<file path="config.mk">
export PLATFORM = sky130hd
export DESIGN_NAME = fetch_unit
export DESIGN_NICKNAME = d
export VERILOG_FILES = /design/src/rtl/fetch_unit.sv
export SDC_FILE = /design/constraint.sdc
export NUM_CORES = 1
export LEC_CHECK = 0
export CAP_MARGIN = 0
export CORE_UTILIZATION = 33
export CTS_CLUSTER_DIAMETER = 200
export CTS_CLUSTER_SIZE = 16
export DETAILED_ROUTE_END_ITERATION = 8
export HOLD_SLACK_MARGIN = 0.1
export PLACE_DENSITY = 0.56
export SETUP_SLACK_MARGIN = 0.02
export SYNTH_ARGS = -nofsm -noshare
export SYNTH_HDL_FRONTEND = slang
export SYNTH_SLANG_ARGS = --single-unit
export TNS_END_PERCENT = 100
</file>
<file path="constraint.sdc">
create_clock -name clk -period 1.85 [get_ports clk]
set_input_delay 0.185 -clock clk [delete_from_list [all_inputs] [get_ports clk]]
set_output_delay 0.185 -clock clk [all_outputs]
set_load 0.01 [all_outputs]
</file>
<file path="src/rtl/fetch_unit.sv">
// Instruction-fetch front end: owns the PC, issues reads to instruction_memory,
// buffers {instruction, pc} in a 3-entry queue for decode. Optional macro: FETCH_PERF_CNT_EN.
module fetch_unit #(
   parameter int unsigned          BUS_WIDTH = 16,
   parameter logic [BUS_WIDTH-1:0] RESET_PC  = '0
) (
   input  logic                 clk,
   input  logic                 rst,
   input  logic                 fetch_en,
   output logic                 imem_rd_en,
   output logic [BUS_WIDTH-1:0] imem_addr,
   input  logic [BUS_WIDTH-1:0] imem_instruction,
   input  logic                 redirect_valid,
   input  logic [BUS_WIDTH-1:0] redirect_pc,
   output logic                 id_valid,
   input  logic                 id_ready,
   output logic [BUS_WIDTH-1:0] id_instruction,
   output logic [BUS_WIDTH-1:0] id_pc
`ifdef FETCH_PERF_CNT_EN
   ,
   output logic [15:0]          perf_fetched,
   output logic [15:0]          perf_bubbles
`endif
);

   logic [BUS_WIDTH-1:0] r_pc;
   logic                 r_inflight;
   logic [BUS_WIDTH-1:0] r_inflight_pc;
   logic [BUS_WIDTH-1:0] r_q_instr [3];
   logic [BUS_WIDTH-1:0] r_q_pc    [3];
   logic [1:0]           r_rd_ptr;
   logic [1:0]           r_wr_ptr;
   logic [1:0]           r_count;

   logic w_valid;
   logic w_issue;
   logic w_push;
   logic w_pop;

   function automatic logic [1:0] f_next(input logic [1:0] p);
      return (p == 2'd2) ? 2'd0 : p + 2'd1;
   endfunction

   // Credit rule: queued entries plus the outstanding read never exceed the queue depth.
   assign w_issue = rst & fetch_en & ~redirect_valid &
                    (({1'b0, r_count} + {2'b00, r_inflight}) < 3'd3);
   assign w_push  = r_inflight & ~redirect_valid;
   assign w_valid = (r_count != 2'd0);
   assign w_pop   = w_valid & id_ready;

   assign imem_rd_en     = w_issue;
   assign imem_addr      = r_pc;
   assign id_valid       = w_valid;
   assign id_instruction = w_valid ? r_q_instr[r_rd_ptr] : '0;
   assign id_pc          = w_valid ? r_q_pc[r_rd_ptr]    : '0;

   always_ff @(posedge clk or negedge rst) begin
      if (!rst) begin
         r_pc          <= RESET_PC;
         r_inflight    <= 1'b0;
         r_inflight_pc <= '0;
         r_q_instr     <= '{default: '0};
         r_q_pc        <= '{default: '0};
         r_rd_ptr      <= '0;
         r_wr_ptr      <= '0;
         r_count       <= '0;
      end else if (redirect_valid) begin
         r_pc       <= {redirect_pc[BUS_WIDTH-1:1], 1'b0};
         r_inflight <= 1'b0;
         r_rd_ptr   <= '0;
         r_wr_ptr   <= '0;
         r_count    <= '0;
      end else begin
         r_inflight <= w_issue;
         if (w_issue) begin
            r_pc          <= r_pc + BUS_WIDTH'(2);
            r_inflight_pc <= r_pc;
         end
         if (w_push) begin
            r_q_instr[r_wr_ptr] <= imem_instruction;
            r_q_pc[r_wr_ptr]    <= r_inflight_pc;
            r_wr_ptr            <= f_next(r_wr_ptr);
         end
         if (w_pop) begin
            r_rd_ptr <= f_next(r_rd_ptr);
         end
         case ({w_push, w_pop})
            2'b10:   r_count <= r_count + 2'd1;
            2'b01:   r_count <= r_count - 2'd1;
            default: r_count <= r_count;
         endcase
      end
   end

`ifdef FETCH_PERF_CNT_EN
   logic [15:0] r_perf_fetched;
   logic [15:0] r_perf_bubbles;

   // A handshake in a redirect cycle still counts as delivered to decode.
   always_ff @(posedge clk or negedge rst) begin
      if (!rst) begin
         r_perf_fetched <= '0;
         r_perf_bubbles <= '0;
      end else begin
         if (w_pop && (r_perf_fetched != 16'hFFFF)) begin
            r_perf_fetched <= r_perf_fetched + 16'd1;
         end
         if (id_ready && !w_valid && (r_perf_bubbles != 16'hFFFF)) begin
            r_perf_bubbles <= r_perf_bubbles + 16'd1;
         end
      end
   end

   assign perf_fetched = r_perf_fetched;
   assign perf_bubbles = r_perf_bubbles;
`endif

endmodule
</file>
### Word-level counts from Yosys, hierarchy flattened

Index checks and enable logic that the tools add are counted.

* register bits: 135
* output and inout bits: 50
* word-level logic and storage cells: 65

* add/subtract/negate cells: 6
* order comparisons: 4
* eq/ne operators: 4
* multiplexer cells: 23
* bitwise logic cells: 8
* reductions and logical operators: 8

Operators with widths (count)
* $mux W16: 9
* $bwmux W48: 2
* $bmux W16 S2: 2
* $demux W16 S2: 1
* $add A16 B2 Y16 const B: 1
* $mux W2: 7
* $reduce_bool A2 Y1: 4
* $add A2 B1 Y2 const B: 3
* $eq A2 B2 Y1 const B: 3
* $ge A3 B3 Y1 const B: 2
* $not A2 Y3: 2
* $and A1 B1 Y1: 5
* $pmux W2 S2: 1
* $reduce_and A2 Y1: 2
* $add A2 B1 Y3: 1
* $lt A3 B1 Y1 const B: 1
* $lt A3 B2 Y1 const B: 1
* $reduce_bool A3 Y1: 1
* $eq A2 B1 Y1 const B: 1
* $sub A2 B1 Y2 const B: 1
* $logic_and A1 B1 Y1: 1
* $mux W1: 1
* $not A1 Y1: 1

### Depth between registers and ports, before layout

* depth after elaboration: 6
* depth in mapped cells: 9

### Least setup slack after synthesis

No wires, ideal clock.

* path type: register to register
* start point: register r_count[0]
* end point: register r_pc[9], in the netlist imem_addr[9]
* library setup time: 126 ps
* arrival time: 1683 ps
* required time: 1724 ps
* setup slack: 41 ps
* cell stages (with the launch flop): 8
* buffers on the path: 1
* cells stage by stage: dfrtp_1 ha_1 ha_1 and4bb_4 a21oi_2 buf_6 o21bai_1 a221o_1

* longest elaborated chain between the ends: 4

Ends and longest elaborated chain
* from (decl): line 33 `logic [1:0] r_count;`
* from (signal assigned): line 88 `2'b10: r_count <= r_count + 2'd1;`
* from (signal assigned): line 89 `2'b01: r_count <= r_count - 2'd1;`
* from (signal assigned): line 90 `default: r_count <= r_count;`
* $add A2 B1 Y3: line 46 `(({1'b0, r_count} + {2'b00, r_inflight}) < 3'd3);`
* $lt A3 B2 Y1: line 46
* $and A1 B1 Y1: line 45 `assign w_issue = rst & fetch_en & ~redirect_valid &`
* $reduce_bool A2 Y1 (no line)
* to (signal assigned): line 68 `r_pc <= {redirect_pc[BUS_WIDTH-1:1], 1'b0};`
* to (signal assigned): line 76 `r_pc <= r_pc + BUS_WIDTH'(2);`
* to (decl): line 26 `logic [BUS_WIDTH-1:0] r_pc;`

Every way passes these cells.
A chain may end at the register's enable or synchronous reset.

### Worst setup path in the final report

* start point: register r_rd_ptr[0]
* end point: output id_instruction[10]

* longest elaborated chain between the ends: 5

Ends and longest elaborated chain
* from (decl): line 31 `logic [1:0] r_rd_ptr;`
* from (signal assigned): line 85 `r_rd_ptr <= f_next(r_rd_ptr);`
* $not A2 Y3 (implied by the code): line 54 `assign id_instruction = w_valid ? r_q_instr[r_rd_ptr] : '0;`
* $bmux W16 S2: line 54
* $mux W16 (implied by the code) (2 in series): line 54
* $mux W16: line 54
* to (decl): line 17 `output logic [BUS_WIDTH-1:0] id_instruction,`

Every way passes these cells. The select of a mux whose other input is x is not followed.

==> results.py <==
metrics = {
    "outcome": {
        "status": "finished, violations left",
        "violations": "negative setup slack",
    },
    "grt": {
        "antenna_found_initial": 0,
        "grt_usage_pct": 17.08,
        "grt_pass1_vias": 4677,
        "grt_pass1_wl_um": 24410,
        "grt_overflow": 0,
        "grt_max_degree": 131,
    },
    "synth": {
        "ys_warn_count": 0,
        "syn_avg_cell_area_um2": 11.25,
        "syn_inst": 542,
        "synth_cell_types": 45,
        "synth_area_um2": 6096,
        "synth.ff_latch_count": 130,
        "yosysSeqAreaShare_pct": 53.37,
    },
    "finish": {
        "nNetsFinal": 722,
        "fin_cells": 924,
        "layout-drive-gt1-share_pct": 38.99,
        "final_cell_mix": "129 x dfrtp_1, 89 x mux2_2, 67 x nor2_1, 49 x clkdlybuf4s50_1, 46 x nand2_1",
        "seqCellArea_um2": 3254,
        "diodes": 0,
        "multi_input_area_um2": 2838,
        "mostFrequentLayoutCell": "dfrtp_1",
        "syn_to_final_growth_pct": 41.44,
        "fill_cells": 1627,
    },
    "critical_path": {
        "cp.arrival_ns": 1.79,
        "r2r_setup_slack_ns": 0,
        "worstReg2RegStart": "r_inflight",
        "cp-start-kind": "flip-flop",
        "r2r_end": "imem_addr[9]",
        "worst-endpoint-required_ns": 1.66,
        "path_max_fanout": 6,
        "reg2regPathDepth": 7,
        "cp-end-kind": "primary output",
        "crit_type": "flip-flop to primary output",
    },
    "floorplan": {
        "die_x_um": 137.9,
        "row_count": 49,
        "coreArea_um2": 18020,
        "start_util_pct": 33.82,
        "die-area_um2": 19020,
        "fp.dieH_um": 137.9,
        "ios": 87,
    },
    "route": {
        "routedWlPerCell_um": 16.42,
        "initialDrtViolationCount": 144,
        "via_per_inst": 4.956,
        "num_vias": 4579,
        "firstDrtPassIters": 4,
        "totalWireLength_um": 15180,
        "drc": 0,
        "antenna_left": 0,
    },
    "run": {
        "maxCapViolations": 0,
    },
    "sta": {
        "rsz0062_at_grt": "true",
        "worst_slew_pin_slew_ns": 0.6743,
        "setup_slack_ns": -0.1284,
        "fmax_ghz": 0.5055,
        "period_share_pct": 106.9,
        "fin_crit_ns": 1.978,
        "relSlewSlack_pct": 55.05,
        "hold_violations": 0,
        "finalMaxSlewViolations": 0,
        "skew_ns": 0.006004,
        "setup_viol": 31,
    },
    "pwr": {
        "p_per_area_nw_per_um2": 1022,
        "p_leak_uw": 0.003993,
        "ir_drop_mv": 0.6574,
        "design_power_total_uw": 8815,
    },
    "placed_design": {
        "place_inst": 855,
        "dpl_worst_slack_ns": -0.1872,
        "gp_congestion": 0.7713,
        "dp_hpwl_um": 9462,
        "numPortBuffers": 83,
    },
    "clock_network": {
        "cts_tree": "yes",
        "cts.sinks": 130,
        "clockRootBuffer": "clkbuf_16",
        "insertion_delay_ns": 0.42,
        "h-tree-depth": 4,
        "cts.path.max_buffers": 2,
        "cts_buffers": 17,
        "clkTransAtPathRegs_ns": 0.06,
    },
    "min_path": {
        "hold_end": "imem_addr[10]",
        "hold_class": "input port to flip-flop",
        "min_from": "redirect_pc[10]",
        "hold_path_depth": 3,
    },
}
[synth_stat cells]
library cell / n / area (um^2)
xor2_1: 1 / 8.760
buf_6: 4 / 45.04
nand2_1: 52 / 195.2
and3_1: 4 / 25.02
or3_1: 6 / 37.54
nor3b_2: 2 / 25.02
a31oi_1: 1 / 6.260
nand2b_1: 2 / 12.51
o221a_2: 1 / 11.26
nand3b_1: 1 / 7.510
and2_1: 1 / 6.260
nor3_2: 1 / 10.01
mux2i_1: 32 / 320.3
nand4bb_1: 1 / 11.26
nor2_1: 70 / 262.8
nand2_2: 1 / 6.260
and4_1: 2 / 17.52
nor2b_1: 7 / 43.79
and4bb_4: 1 / 16.27
nand4_1: 4 / 25.02
mux2_2: 89 / 1002
conb_1: 1 / 3.750
buf_2: 19 / 95.09
nand3_1: 13 / 65.06
buf_4: 2 / 15.01
buf_1: 2 / 7.510
a22oi_1: 5 / 37.54
o311ai_0: 1 / 8.760
nor3_1: 2 / 10.01
nor3b_1: 2 / 15.01
dfrtp_1: 130 / 3253
a21oi_2: 1 / 8.760
ha_1: 3 / 37.54
o211ai_1: 2 / 15.01
nor4_1: 1 / 6.260
xnor2_1: 1 / 8.760
a221o_1: 2 / 20.02
clkbuf_1: 8 / 30.03
o21bai_1: 2 / 15.01
o311ai_1: 2 / 17.52
inv_1: 5 / 18.77
o21ai_0: 11 / 55.05
a21oi_1: 37 / 185.2
mux2_1: 5 / 56.30
a211oi_1: 2 / 15.01
[critical path: stages (launching register included)]
cell,delay (ns)
dfrtp_2,0.52
buf_6,0.18
buf_12,0.12
mux2i_1,0.21
nor2_1,0.06
a21oi_1,0.12
nor2_1,0.05
buf_2,0.13
[worst max path at each step]
stage / startpoint / end / slack, ns / cells past startpoint
2_1_floorplan: r_count[0] / imem_addr[9] / 0.04 / 7
3_3_place_gp: redirect_valid / r_q_instr[7] / -0.16 / 5
3_5_place_dp: redirect_valid / r_q_instr[1] / -0.19 / 5
4_1_cts: r_rd_ptr[0] / id_instruction[8] / -0.19 / 8
5_1_grt: r_rd_ptr[0] / id_instruction[10] / -0.22 / 7
6_report: r_rd_ptr[0] / id_instruction[10] / -0.13 / 7
[state kept, by name, indices dropped and copies added, names as in the netlist]
name           flops
r_q_instr         48
r_q_pc            45
imem_addr         15
r_inflight_pc     15
r_count            2
r_rd_ptr           2
r_wr_ptr           2
r_inflight         1
[per-layer routing]
metal,global-route usage (%),part of all wire [%],up-vias
li1,-,-,2178
met1,22.56,46,2288
met2,27.72,48,93
met3,3.728,4.4,20
met4,5.556,1.2,0
met5,0,0,-
[report_power, final]
part	switching [uW]	internal, uW
clock network	1200	2800
registers	292	3240
logic	577	710
total	2070	6750
[kinds of logic after synthesis]
logic type / share of synthesized area (%)
AND/OR/NAND/NOR: 13.10
flip-flops: 53.37
multiplexers: 22.62
AO/OA/AOI/OAI: 6.486
buffers and inverters: 3.469
adder cells (fa/ha/maj): 0.6158
XOR/XNOR: 0.2874
other: 0.06152
[area by class of cell]
class | count | share of cell area (%)
tap | 229 | 3.323
sequential | 130 | 37.74
clock buffer | 22 | 5.616
inverter | 5 | 0.2177
timing repair buffer | 155 | 17.57
multi-input combinational | 373 | 32.91
clock inverter | 10 | 2.612
[stage by stage]
| step | hold slack, ns | instance area [um^2] | setup TNS [ns] | util, % |
|---|---|---|---|---|
| global route | 0.3570 | 8622 | -5.631 | 47.83 |
| detailed placement | 0.4431 | 7372 | -13.70 | 40.90 |
| global placement | 0.4313 | 7372 | -11.34 | 40.90 |
| CTS | 0.3324 | 8371 | -3.062 | 46.44 |
| floorplan | -0.1106 | 6100 | 0 | - |
| finish | 0.3467 | 8622 | -2.363 | 47.83 |
[repair_timing]
| item | in CTS | in global routing |
|---|---|---|
| pin swaps | 20 | 33 |
| hold buffers | 1 | 0 |
| endpoints found under the setup margin | 44 | 64 |
| hold endpoints to repair | 130 | 0 |
| gates cloned | 3 | 1 |
| setup buffers | 22 | 11 |
| gates resized for setup | 167 | 48 |
Power figures use the tool's default switching activity.
